$ cat src/rtl/ysyx_23060187_pkg.sv
// Shared types and constants for the NPC write-back path.
package ysyx_23060187_pkg;

    typedef enum logic [1:0] {
        WBU_IDLE      = 2'd0,
        WBU_MEM_WAIT  = 2'd1,
        WBU_REG_WRITE = 2'd2,
        WBU_DONE      = 2'd3
    } wbu_state_e;

    localparam int unsigned REG_IDX_W = 5;

    // x0 is hardwired to zero, so writes to it are dropped.
    function automatic logic reg_write_en(input logic wen, input logic [REG_IDX_W-1:0] idx);
        return wen && (idx != '0);
    endfunction

endpackage

$ cat src/rtl/ysyx_23060187_timeout_cnt.sv
// Cycle counter that flags the increment which reaches Limit.
module ysyx_23060187_timeout_cnt #(
    parameter int unsigned Limit = 255
) (
    input  logic clk_i,
    input  logic rst_ni,
    input  logic clr_i,
    input  logic en_i,
    output logic hit_o
);
    localparam int unsigned CntW = $clog2(Limit + 1);

    logic [CntW-1:0] cnt_q, cnt_d;

    always_comb begin
        cnt_d = cnt_q;
        if (clr_i) begin
            cnt_d = '0;
        end else if (en_i) begin
            cnt_d = cnt_q + CntW'(1);
        end
    end

    always_ff @(posedge clk_i or negedge rst_ni) begin
        if (!rst_ni) begin
            cnt_q <= '0;
        end else begin
            cnt_q <= cnt_d;
        end
    end

    // High on the cycle whose increment brings the count to Limit.
    assign hit_o = en_i && (cnt_q == CntW'(Limit - 1));

endmodule

$ cat src/rtl/ysyx_23060187_wbu.sv
// Write-back unit: optional store with bounded ack wait, rd commit, retire handshake to IFU.
module ysyx_23060187_wbu
    import ysyx_23060187_pkg::*;
#(
    parameter int unsigned TIMEOUT_CYCLES = 255
) (
    input  logic        clk_i,
    input  logic        rst_ni,
    input  logic        exu_wbu_valid_i,
    output logic        wbu_exu_ready_o,
    input  logic        exu_wbu_register_wen_i,
    input  logic [31:0] exu_wbu_register_waddr_i,
    input  logic [31:0] exu_wbu_register_wdata_i,
    input  logic        exu_wbu_memory_wen_i,
    input  logic [31:0] exu_wbu_memory_waddr_i,
    input  logic [31:0] exu_wbu_memory_wdata_i,
    input  logic [3:0]  exu_wbu_memory_wmask_i,
    output logic        wbu_mem_req_o,
    output logic [31:0] wbu_mem_addr_o,
    output logic [31:0] wbu_mem_wdata_o,
    output logic [3:0]  wbu_mem_wmask_o,
    input  logic        mem_wbu_ack_i,
    output logic        wbu_reg_wen_o,
    output logic [4:0]  wbu_reg_waddr_o,
    output logic [31:0] wbu_reg_wdata_o,
    output logic        wbu_ifu_valid_o,
    input  logic        ifu_wbu_ready_i,
    output logic        wbu_error_o,
    output logic [31:0] wbu_retire_cnt_o
);
    wbu_state_e           state_q, state_d;
    logic                 reg_wen_q;
    logic [REG_IDX_W-1:0] reg_waddr_q;
    logic [31:0]          reg_wdata_q;
    logic [31:0]          mem_addr_q, mem_wdata_q;
    logic [3:0]           mem_wmask_q;
    logic                 error_q, error_d;
    logic [31:0]          retire_q, retire_d;
    logic                 accept, in_mem_wait, timeout_hit, retire;
    logic                 unused_waddr_hi;

    assign unused_waddr_hi = ^exu_wbu_register_waddr_i[31:REG_IDX_W];

    assign accept      = (state_q == WBU_IDLE) && exu_wbu_valid_i;
    assign in_mem_wait = (state_q == WBU_MEM_WAIT);
    assign retire      = (state_q == WBU_DONE) && ifu_wbu_ready_i;

    ysyx_23060187_timeout_cnt #(
        .Limit (TIMEOUT_CYCLES)
    ) u_timeout_cnt (
        .clk_i  (clk_i),
        .rst_ni (rst_ni),
        .clr_i  (!in_mem_wait),
        .en_i   (in_mem_wait && !mem_wbu_ack_i),
        .hit_o  (timeout_hit)
    );

    always_comb begin
        state_d  = state_q;
        error_d  = error_q;
        retire_d = retire_q;
        unique case (state_q)
            WBU_IDLE: begin
                if (exu_wbu_valid_i) begin
                    state_d = exu_wbu_memory_wen_i ? WBU_MEM_WAIT : WBU_REG_WRITE;
                end
            end
            WBU_MEM_WAIT: begin
                // An ack on the limit cycle takes priority over the timeout.
                if (mem_wbu_ack_i) begin
                    state_d = WBU_REG_WRITE;
                end else if (timeout_hit) begin
                    state_d = WBU_DONE;
                    error_d = 1'b1;
                end
            end
            WBU_REG_WRITE: state_d = WBU_DONE;
            WBU_DONE: begin
                if (retire) begin
                    state_d  = WBU_IDLE;
                    retire_d = retire_q + 32'd1;
                end
            end
            default: state_d = WBU_IDLE;
        endcase
    end

    always_ff @(posedge clk_i or negedge rst_ni) begin
        if (!rst_ni) begin
            state_q     <= WBU_IDLE;
            reg_wen_q   <= 1'b0;
            reg_waddr_q <= '0;
            reg_wdata_q <= '0;
            mem_addr_q  <= '0;
            mem_wdata_q <= '0;
            mem_wmask_q <= '0;
            error_q     <= 1'b0;
            retire_q    <= '0;
        end else begin
            state_q  <= state_d;
            error_q  <= error_d;
            retire_q <= retire_d;
            if (accept) begin
                reg_wen_q   <= exu_wbu_register_wen_i;
                reg_waddr_q <= exu_wbu_register_waddr_i[REG_IDX_W-1:0];
                reg_wdata_q <= exu_wbu_register_wdata_i;
                mem_addr_q  <= exu_wbu_memory_waddr_i;
                mem_wdata_q <= exu_wbu_memory_wdata_i;
                mem_wmask_q <= exu_wbu_memory_wmask_i;
            end
        end
    end

    assign wbu_exu_ready_o  = (state_q == WBU_IDLE);
    assign wbu_mem_req_o    = in_mem_wait;
    assign wbu_mem_addr_o   = mem_addr_q;
    assign wbu_mem_wdata_o  = mem_wdata_q;
    assign wbu_mem_wmask_o  = mem_wmask_q;
    assign wbu_reg_wen_o    = (state_q == WBU_REG_WRITE) && reg_write_en(reg_wen_q, reg_waddr_q);
    assign wbu_reg_waddr_o  = reg_waddr_q;
    assign wbu_reg_wdata_o  = reg_wdata_q;
    assign wbu_ifu_valid_o  = (state_q == WBU_DONE);
    assign wbu_error_o      = error_q;
    assign wbu_retire_cnt_o = retire_q;

endmodule

$ cat config.mk
export PLATFORM = sky130hd
export DESIGN_NAME = ysyx_23060187_wbu
export DESIGN_NICKNAME = d
export VERILOG_FILES = /design/src/rtl/ysyx_23060187_pkg.sv /design/src/rtl/ysyx_23060187_timeout_cnt.sv /design/src/rtl/ysyx_23060187_wbu.sv
export SDC_FILE = /design/constraint.sdc
export NUM_CORES = 1
export LEC_CHECK = 0
export ABC_AREA = 1
export CAP_MARGIN = 20
export CORE_UTILIZATION = 43
export CTS_BUF_LIST = sky130_fd_sc_hd__clkbuf_4
export DETAILED_ROUTE_END_ITERATION = 10
export HOLD_SLACK_MARGIN = 0.12
export PLACE_DENSITY_LB_ADDON = 0.25
export SLEW_MARGIN = 20
export SYNTH_ARGS = -nofsm -noshare
export SYNTH_HDL_FRONTEND = slang
export SYNTH_SLANG_ARGS = --single-unit
export TNS_END_PERCENT = 5
$ cat constraint.sdc
create_clock -name clk_i -period 2.05 [get_ports clk_i]
set_input_delay 0.205 -clock clk_i [delete_from_list [all_inputs] [get_ports clk_i]]
set_output_delay 0.205 -clock clk_i [all_outputs]
set_load 0.05 [all_outputs]
# After elaboration in Yosys (flattened, before gate mapping)
# Cells that the tools add are included.
[totals]
input_bits = 139
output_inout_bits = 142
wordCells = 41
register_bits = 149
[classes]
addsub = 2
bitwise_logic = 1
muxes = 8
eq_ne = 8
n_reduce_logical = 12
[op_table]
columns = ["op", "count"]
rows = [
  ["32-bit by 1-bit adder with 32-bit output (second input constant)", 1],
  ["8-bit two-way mux", 2],
  ["2-bit two-way mux", 5],
  ["8-bit by 1-bit adder with 8-bit output (second input constant)", 1],
  ["8-bit == test (second input constant)", 1],
  ["2-bit case mux with 4 select lines", 1],
  ["1-bit logical AND", 6],
  ["3-bit AND reduction", 2],
  ["5-bit nonzero test", 1],
  ["2-bit == test (second input constant)", 2],
  ["2-bit by 1-bit != test with 1-bit output (second input constant)", 2],
  ["3-bit by 2-bit != test with 1-bit output (second input constant)", 1],
  ["2-bit by 1-bit == test with 1-bit output (second input constant)", 1],
  ["2-bit zero test", 1],
  ["2-bit != test (second input constant)", 1],
  ["2-bit AND reduction", 1],
  ["1-bit zero test", 1],
  ["1-bit NOT", 1],
]

# Longest topological paths before layout
# Gate-level depths: netlist of run 1.
[logic_depth]
depth_word = 6
mapped_depth = 9
ltp_nobuf = 8

# Cells and area by module
# From an unflattened synthesis of run 1, not the netlist that was laid out.
[unflattened]
cells_unflattened = 514
hier_area_um2 = 6334.8
[by_module_without_submodules]
columns = ["mod", "seq_area_each_um2", "cells_each", "area_each_um2", "instances"]
rows = [
  ["ysyx_23060187_wbu", 3528.4, 450, 5860.6, 1],
  ["ysyx_23060187_timeout_cnt", 200.2, 64, 474.2, 1],
]

# Least setup slack after synthesis of run 1
# Ideal clock, no wire load.
[synth_path]
path_kind = "reg-to-reg"
from = "register state_q[0]"
to = "register mem_addr_q[0], in the netlist wbu_mem_addr_o[0]"
synth_period_minus_slack_ps = 1964
setup_slack_ps = 86
arrival_time_ps = 1839
path_stages_with_launch = 7
path_buffers = 2
required_time_ps = 1925
setup_time_ps = 125
cell_sequence = "dfrtp_1 > inv_1 > ha_1 > nand2_1 > buf_2 > buf_4 > mux2_2"
[synth_via]
elab_chain_cells = 2
[synth_lines]
columns = ["item", "line", "rtl"]
rows = [
  ["from (decl)", "ysyx_23060187_wbu.sv:31", "wbu_state_e state_q, state_d;"],
  ["from (signal assigned)", "ysyx_23060187_wbu.sv:100", "state_q <= state_d;"],
  ["2-bit zero test", "--", ""],
  ["named net wbu_exu_ready_o", "ysyx_23060187_wbu.sv:10", "output logic wbu_exu_ready_o,"],
  ["1-bit logical AND", "ysyx_23060187_wbu.sv:44", "assign accept = (state_q == WBU_IDLE) && exu_wbu_valid_i;"],
  ["to (signal assigned)", "ysyx_23060187_wbu.sv:107", "mem_addr_q <= exu_wbu_memory_waddr_i;"],
  ["to (decl)", "ysyx_23060187_wbu.sv:35", "logic [31:0] mem_addr_q, mem_wdata_q;"],
]
# The timed path passes the listed nets, and every way through them passes these cells.
# A chain may end at the register's enable or synchronous reset.

# Worst setup path in the final report of run 1
[layout_path]
from = "register reg_wdata_q[3], in the netlist wbu_reg_wdata_o[3]"
to = "output wbu_reg_wdata_o[3]"
[layout_lines]
columns = ["item", "line", "rtl"]
rows = [
  ["from (decl)", "ysyx_23060187_wbu.sv:34", "logic [31:0] reg_wdata_q;"],
  ["from (signal assigned)", "ysyx_23060187_wbu.sv:106", "reg_wdata_q <= exu_wbu_register_wdata_i;"],
  ["to (decl)", "ysyx_23060187_wbu.sv:25", "output logic [31:0] wbu_reg_wdata_o,"],
]
# No word-level cell between the ends.

==> run metrics, run 1 <==
Reg clk slew, reported paths 0.12 ns; Worst Reg2Reg Path Length in Cells 5; I/O Pins 281; routed wire length per instance 16.0 um; CP arrival 1.77 ns; status completed; Post-synth ARST share 100%; Clock Sinks 149; Worst Path Required 1.85 ns; Initial DRC Count 233; pwr dens 1630 nW/um^2; Synth Flop Type dfrtp_1; Clock power frac 11.4%; chip height 123 um; share of layout cells above drive strength 1 19.7%; Via density 4.96; Sw Pwr 0.00726 W; CP peak stage delay 0.85 ns; Min Hold Slack 0.198 ns; CP bufs+invs 1; Min Clock Period, post-route 1.97 ns; Logic pwr share 57.9%; max cap viols 0; Syn. warnings 0; Internal 0.00809 W; Max VDD drop 0.00117 V; worst skew pair latency 0.54 ns; global-route wire length before repair 24600 um; CTS tree built; Post-Layout Cell Count 984; cell depth of the worst setup path 1; setup bufs post-CTS 0; Slew @ Worst Pin 0.577 ns; Syn Nets 671; Syn Area/Cell 12.0 um^2; Slew Viols, Final 0; number of synthesized flops with an enable pin 0; routed wire length 15700 um; nets 939; dpl cells 951; full die area 15100 um^2; slowest cell on the critical path clkdlybuf4s50_1; Placer Congestion 0.804; Post-Syn Instances 524; vias in the first global route 5046; Post-Synthesis Cell Area 6290 um^2; Clock Root Buffer clkbuf_4; CP endpoint kind primary output; Final TNS setup 0 ns; RSZ-0062 raised after global routing false; TritonCTS Buffers 17; sequential fraction of the synthesis area 59.2%; endpoints failing setup 0; final worst path period share 96.1%; antenna violations before repair 1; Initial Util 44.7%; worst path cell trace clkdlybuf4s50_1; antenna viol nets, final 0; Sequential Power Share 30.7%; Top Family by Delay on Critical Path buffers and inverters; Die Span X 123 um; Max-slew headroom 61.5%; count of final hold-check violations 0; Residual DRC 0; Critical Path Fanout Max 2; CP Launch Type register; Floorplan Core Area 14100 um^2; Max Freq 507 MHz; #FFs+latches synth 149; Net Sw Frac 47.3%; vias 4876; largest net degree at the start of global routing 66; Rows 43; worst hold-check path type input pin to asynchronous set/reset pin; crit path kind register to primary output; Post-DP HPWL 11800 um; Setup Skew 0.0101 ns; post-synth cell types 26; Longest Clk Path Bufs 2; GRT Total Usage 21.7%; leakage power 4.46 nW; Syn-to-layout area delta 49.4%; DR pass1 iterations 4; total power 0.0153 W; PortBufs 253; total grt overflow 0; CTS H-tree depth 4
-- synth_stat cells, types with 7 or more instances --
library cell / n / area share, %
nor2_1: 29 / 1.7
mux2_2: 106 / 19
nand3b_1: 7 / 0.83
xor2_1: 11 / 1.5
inv_1: 42 / 2.5
ha_1: 8 / 1.6
nand2_1: 86 / 5.1
xnor2_1: 7 / 0.97
nand3_1: 24 / 1.9
nand4_1: 11 / 1.1
dfrtp_1: 149 / 59
buf_2: 8 / 0.64
-- through the flow --
| step | area (um^2) | worst slack [ns] | util, % |
|---|---|---|---|
| final | 9400 | 0.0792 | 66.7 |
| after detailed placement | 9090 | 0.294 | 64.5 |
| after CTS | 9340 | 0.00258 | 66.2 |
| after global placement | 9090 | 0.322 | 64.5 |
| after floorplan | 6290 | 0.0864 | - |
| after global routing | 9400 | 0.000256 | 66.7 |
-- power by group through the flow --
stage               clock network [W]  registers (W)  logic [W]
finish                        0.00174        0.00471    0.00889
global route                  0.00194        0.00487    0.00926
CTS                           0.00181        0.00473    0.00899
detailed placement                  0        0.00478    0.00899
global placement                    0        0.00471    0.00888
floorplan                           0        0.00862    0.00194
-- kinds of logic (layout without fill, tap and decap cells) --
kind of cell               after synthesis  after routing  share of synthesized area, %
and+or+nand+nor                        172            172                          12.5
adders and majority gates                8              8                          1.59
buffers and inverters                   56            335                          3.86
DFF                                    149            149                          59.2
other                                    0              1                             0
AOI/OAI and AO/OA                       15             15                          1.33
xor gates and xnor gates                18             18                          2.50
muxes                                  106            106                          19.0
-- state kept, by name (all words and copies together), names as in the netlist --
signal	cells
wbu_mem_addr_o	32
wbu_mem_wdata_o	32
wbu_reg_wdata_o	32
wbu_retire_cnt_o	32
u_timeout_cnt.cnt_q	8
wbu_reg_waddr_o	5
wbu_mem_wmask_o	4
state_q	2
reg_wen_q	1
wbu_error_o	1
-- worst min-delay path, stage by stage --
cell and delay [ns]:
dlygate4sd3_1 0.54, buf_6 0.15, buf_12 0.21
-- cell usage in the layout (no fill, tap or decap), drive strengths merged, types with 12 or more instances in the layout --
master	count
dlygate4sd2	31
dlymetal6s2s	26
nand2	88
buf	12
nor2	35
inv	42
clkbuf	21
dfrtp	149
clkdlybuf4s50	191
nand3	25
mux2	106
-- final timing paths --
check                                           from                    to  slack, ns
min in group clk_i         exu_wbu_memory_waddr_i[0]     wbu_mem_addr_o[0]       0.27
max in group asynchronous                     rst_ni     wbu_mem_addr_o[1]       1.51
max reg2reg                               state_q[1]    wbu_mem_addr_o[25]       0.32
min                                           rst_ni  wbu_retire_cnt_o[18]       0.20
min reg2reg                              wbu_error_o           wbu_error_o       0.49
max                               wbu_reg_wdata_o[3]    wbu_reg_wdata_o[3]       0.08
-- layout make-up --
type,count,area (um^2)
sequential,149,3730
antenna,1,2.50
clock buffer,20,150
inverter,43,161
multi-input combinational,319,2330
clock inverter,10,110
tap,180,225
fill,1073,4690
timing repair buffer,262,2690
-- per-layer routing --
metal | part of all wire (%) | track usage (%) | vias up
met2 | 51 | 36.7 | 184
met4 | 3.0 | 10.8 | 0
met3 | 7.8 | 7.93 | 28
li1 | - | - | 2270
met5 | 0 | 0 | -
met1 | 38 | 24.1 | 2394
-- what timing repair did --
item,in CTS,in global routing
hold endpoints to repair,149,0
endpoints found under the setup margin,32,27
pin swaps,0,0
hold buffers,2,0
gates resized for setup,32,28
Note: power is estimated with default switching activity, not from simulation.
==> inputs of run 2 (changes only) <==
--- a/config.mk
+++ b/config.mk
@@ -6,14 +6,17 @@
 export NUM_CORES = 1
 export LEC_CHECK = 0
 export ABC_AREA = 1
+export ABC_CLOCK_PERIOD_IN_PS = 2050
 export CAP_MARGIN = 20
 export CORE_UTILIZATION = 43
 export CTS_BUF_LIST = sky130_fd_sc_hd__clkbuf_4
 export DETAILED_ROUTE_END_ITERATION = 10
 export HOLD_SLACK_MARGIN = 0.12
 export PLACE_DENSITY_LB_ADDON = 0.25
+export RECOVER_POWER = 25
 export SLEW_MARGIN = 20
 export SYNTH_ARGS = -nofsm -noshare
 export SYNTH_HDL_FRONTEND = slang
+export SYNTH_HIERARCHICAL = 1
 export SYNTH_SLANG_ARGS = --single-unit
 export TNS_END_PERCENT = 5
==> run 2 against run 1 <==
Effect of this change: die area rose by 0.63%; non-clock buffer count increased by 2; via count fell by 2.1%; largest cell class unchanged; highest routed layer unchanged; the run now ends with capacitance limit, slew limit left; utilization rose by 0.074 points.
==> run metrics, run 2 <==
crit path kind register to primary output; slowest cell on the critical path clkdlybuf4s50_1; Top Family by Delay on Critical Path buffers and inverters; sequential fraction of the synthesis area 58.9%; status finished with violations; Floorplan Core Area 14100 um^2; Initial DRC Count 228; commonest non-fill, non-tap cells in the layout clkdlybuf4s50_1, dfrtp_1, mux2_2, nand2_1, inv_1; Max-slew headroom -9.41%; CP endpoint kind primary output; CTS tree built; final worst path period share 94.7%; vias 4772; CP bufs+invs 1; Logic pwr share 57.9%; top cell type's share of synthesized area 58.9%; vias in the first global route 4950; Synth Flop Type dfrtp_1; Via density 4.88; Clock Sinks 149; Max VDD drop 0.00118 V; Worst Path Required 1.85 ns; full die area 15200 um^2; count of final hold-check violations 0; Post-Synthesis Cell Area 6330 um^2; Clock power frac 11.2%; Net Sw Frac 47.4%; DR pass1 iterations 5; violated checks capacitance limit, slew limit; endpoints failing setup 0; Longest Clk Path Bufs 2; routed wire length 15600 um; Placer Congestion 0.847; Internal 0.00803 W; commonest cells in the netlist dfrtp_1, mux2_2, nand2_1; Reg clk slew, reported paths 0.13 ns; most common cell in the netlist dfrtp_1; pre-CTS setup slack 0.236 ns; I/O Pins 281; Clock Root Buffer clkbuf_4; met2 Usage GRT 37.1%; Synth area leaders dfrtp_1, mux2_2, nand2_1, inv_1, nor2_1; nets 933; Residual DRC 0; Post-synth ARST share 100%; antenna violations before repair 1; worst hold-check path type input pin to register; Slew Viols, Final 66; leakage power 4.49 nW; pwr dens 1620 nW/um^2; Syn. warnings 6; post-route setup slack 0.109 ns; Setup Skew 0.0155 ns; antenna viol nets, final 0; Post-DP HPWL 11900 um; RSZ-0062 raised after global routing false; Min Clock Period, post-route 1.94 ns; Post-Syn Instances 514; met3 Resource Use GR 8.26%; grt met1 use 23.7%; CP Launch Type register; Max Freq 515 MHz; max cap viols 1; Syn-to-layout area delta 49.1%; Initial Util 44.8%; CP arrival 1.74 ns; CP peak stage delay 0.84 ns; busiest grt layer met2; GRT Total Usage 21.5%; global-route wire length before repair 24500 um; #FFs+latches synth 149; post-synth cell types 28; PortBufs 253; total grt overflow 0; Critical Path Fanout Max 2; share of layout cells above drive strength 1 21.7%; Rows 43; worst path cell trace clkdlybuf4s50_1; Die Span X 123 um; area leader, netlist dfrtp_1; worst skew pair latency 0.54 ns; Syn Area/Cell 12.3 um^2; number of synthesized flops with an enable pin 0; commonest non-fill, non-tap cell in the layout clkdlybuf4s50_1; routed wire length per instance 15.9 um; Sequential Power Share 30.9%; Syn Nets 661; Sw Pwr 0.00723 W; largest net degree at the start of global routing 66; Slew @ Worst Pin 1.64 ns; Core Util, Final 66.8%; TritonCTS Buffers 17; Final TNS setup 0 ns; chip height 123 um; CTS H-tree depth 4
[run 2: cell types whose count changed in the layout (fill, tap and decap cells not counted), sizes merged, moves of 2 or more]
cell and change:
xnor2 +5, inv -5, nand3b -7, nor2 +11, dlymetal6s2s +3, dlygate4sd2 -2, o21ai -4, nand4 -2
nand2 -9
[run 2: cell families after synthesis]
family | count (synthesis) | synth area share, %
flops | 149 | 58.9
fa+ha+maj | 8 | 1.58
compound gates | 10 | 1.03
buf+inv | 48 | 3.22
mux | 106 | 18.8
xor+xnor | 24 | 3.32
simple gates | 169 | 13.2
[run 2: worst paths after layout]
check	start	end	slack [ns]	cells after the start
max	wbu_reg_wdata_o[9]	wbu_reg_wdata_o[9]	0.11	1
min	exu_wbu_memory_wdata_i[20]	wbu_mem_wdata_o[20]	0.27	2
max reg2reg	state_q[1]	state_q[1]	0.23	11
min reg2reg	wbu_error_o	wbu_error_o	0.49	1
max in group asynchronous	rst_ni	wbu_mem_addr_o[1]	0.30	3
min in group asynchronous	rst_ni	wbu_retire_cnt_o[30]	0.61	2
[run 2: layout make-up]
| cell class | instances | area [um^2] |
|---|---|---|
| Clock inverter | 12 | 115 |
| Inverter | 37 | 139 |
| Timing Repair Buffer | 264 | 2680 |
| Fill cell | 1102 | 4700 |
| Multi-Input combinational cell | 317 | 2420 |
| Sequential cell | 149 | 3730 |
| Antenna cell | 1 | 2.50 |
| Clock buffer | 18 | 135 |
| Tap cell | 180 | 225 |
[run 2: power by group through the flow]
| stage | logic [W] | registers [W] | clock network (W) |
|---|---|---|---|
| global placement | 0.00884 | 0.00470 | 0 |
| detailed placement | 0.00896 | 0.00480 | 0 |
| floorplan | 0.00197 | 0.00861 | 0 |
| finish | 0.00884 | 0.00472 | 0.00170 |
| CTS | 0.00896 | 0.00474 | 0.00177 |
| global route | 0.00924 | 0.00487 | 0.00191 |
[run 2: metrics by stage]
stage / std cells / power [W] / cell area [um^2] / hold slack, ns
after floorplan: 514 / 0.0106 / 6350 / -0.0906
after global placement: 946 / 0.0135 / 9170 / 0.239
after detailed placement: 946 / 0.0138 / 9170 / 0.251
after CTS: 977 / 0.0155 / 9390 / 0.198
after global routing: 978 / 0.0160 / 9450 / 0.199
final: 978 / 0.0153 / 9450 / 0.268
[run 2: layer usage]
metal,share of wire [%],vias to the layer above
met5,0,-
met4,1.8,0
met3,7.5,22
met2,52,178
met1,38,2315
li1,-,2257
[run 2: repair_timing]
item                                   4_1_cts  5_1_grt
hold buffers                                 1        0
setup endpoints to repair                   30       30
endpoints found under the hold margin      128        0
resized for setup                           31       30
pin swaps                                    0        0
setup buffers                                0        0
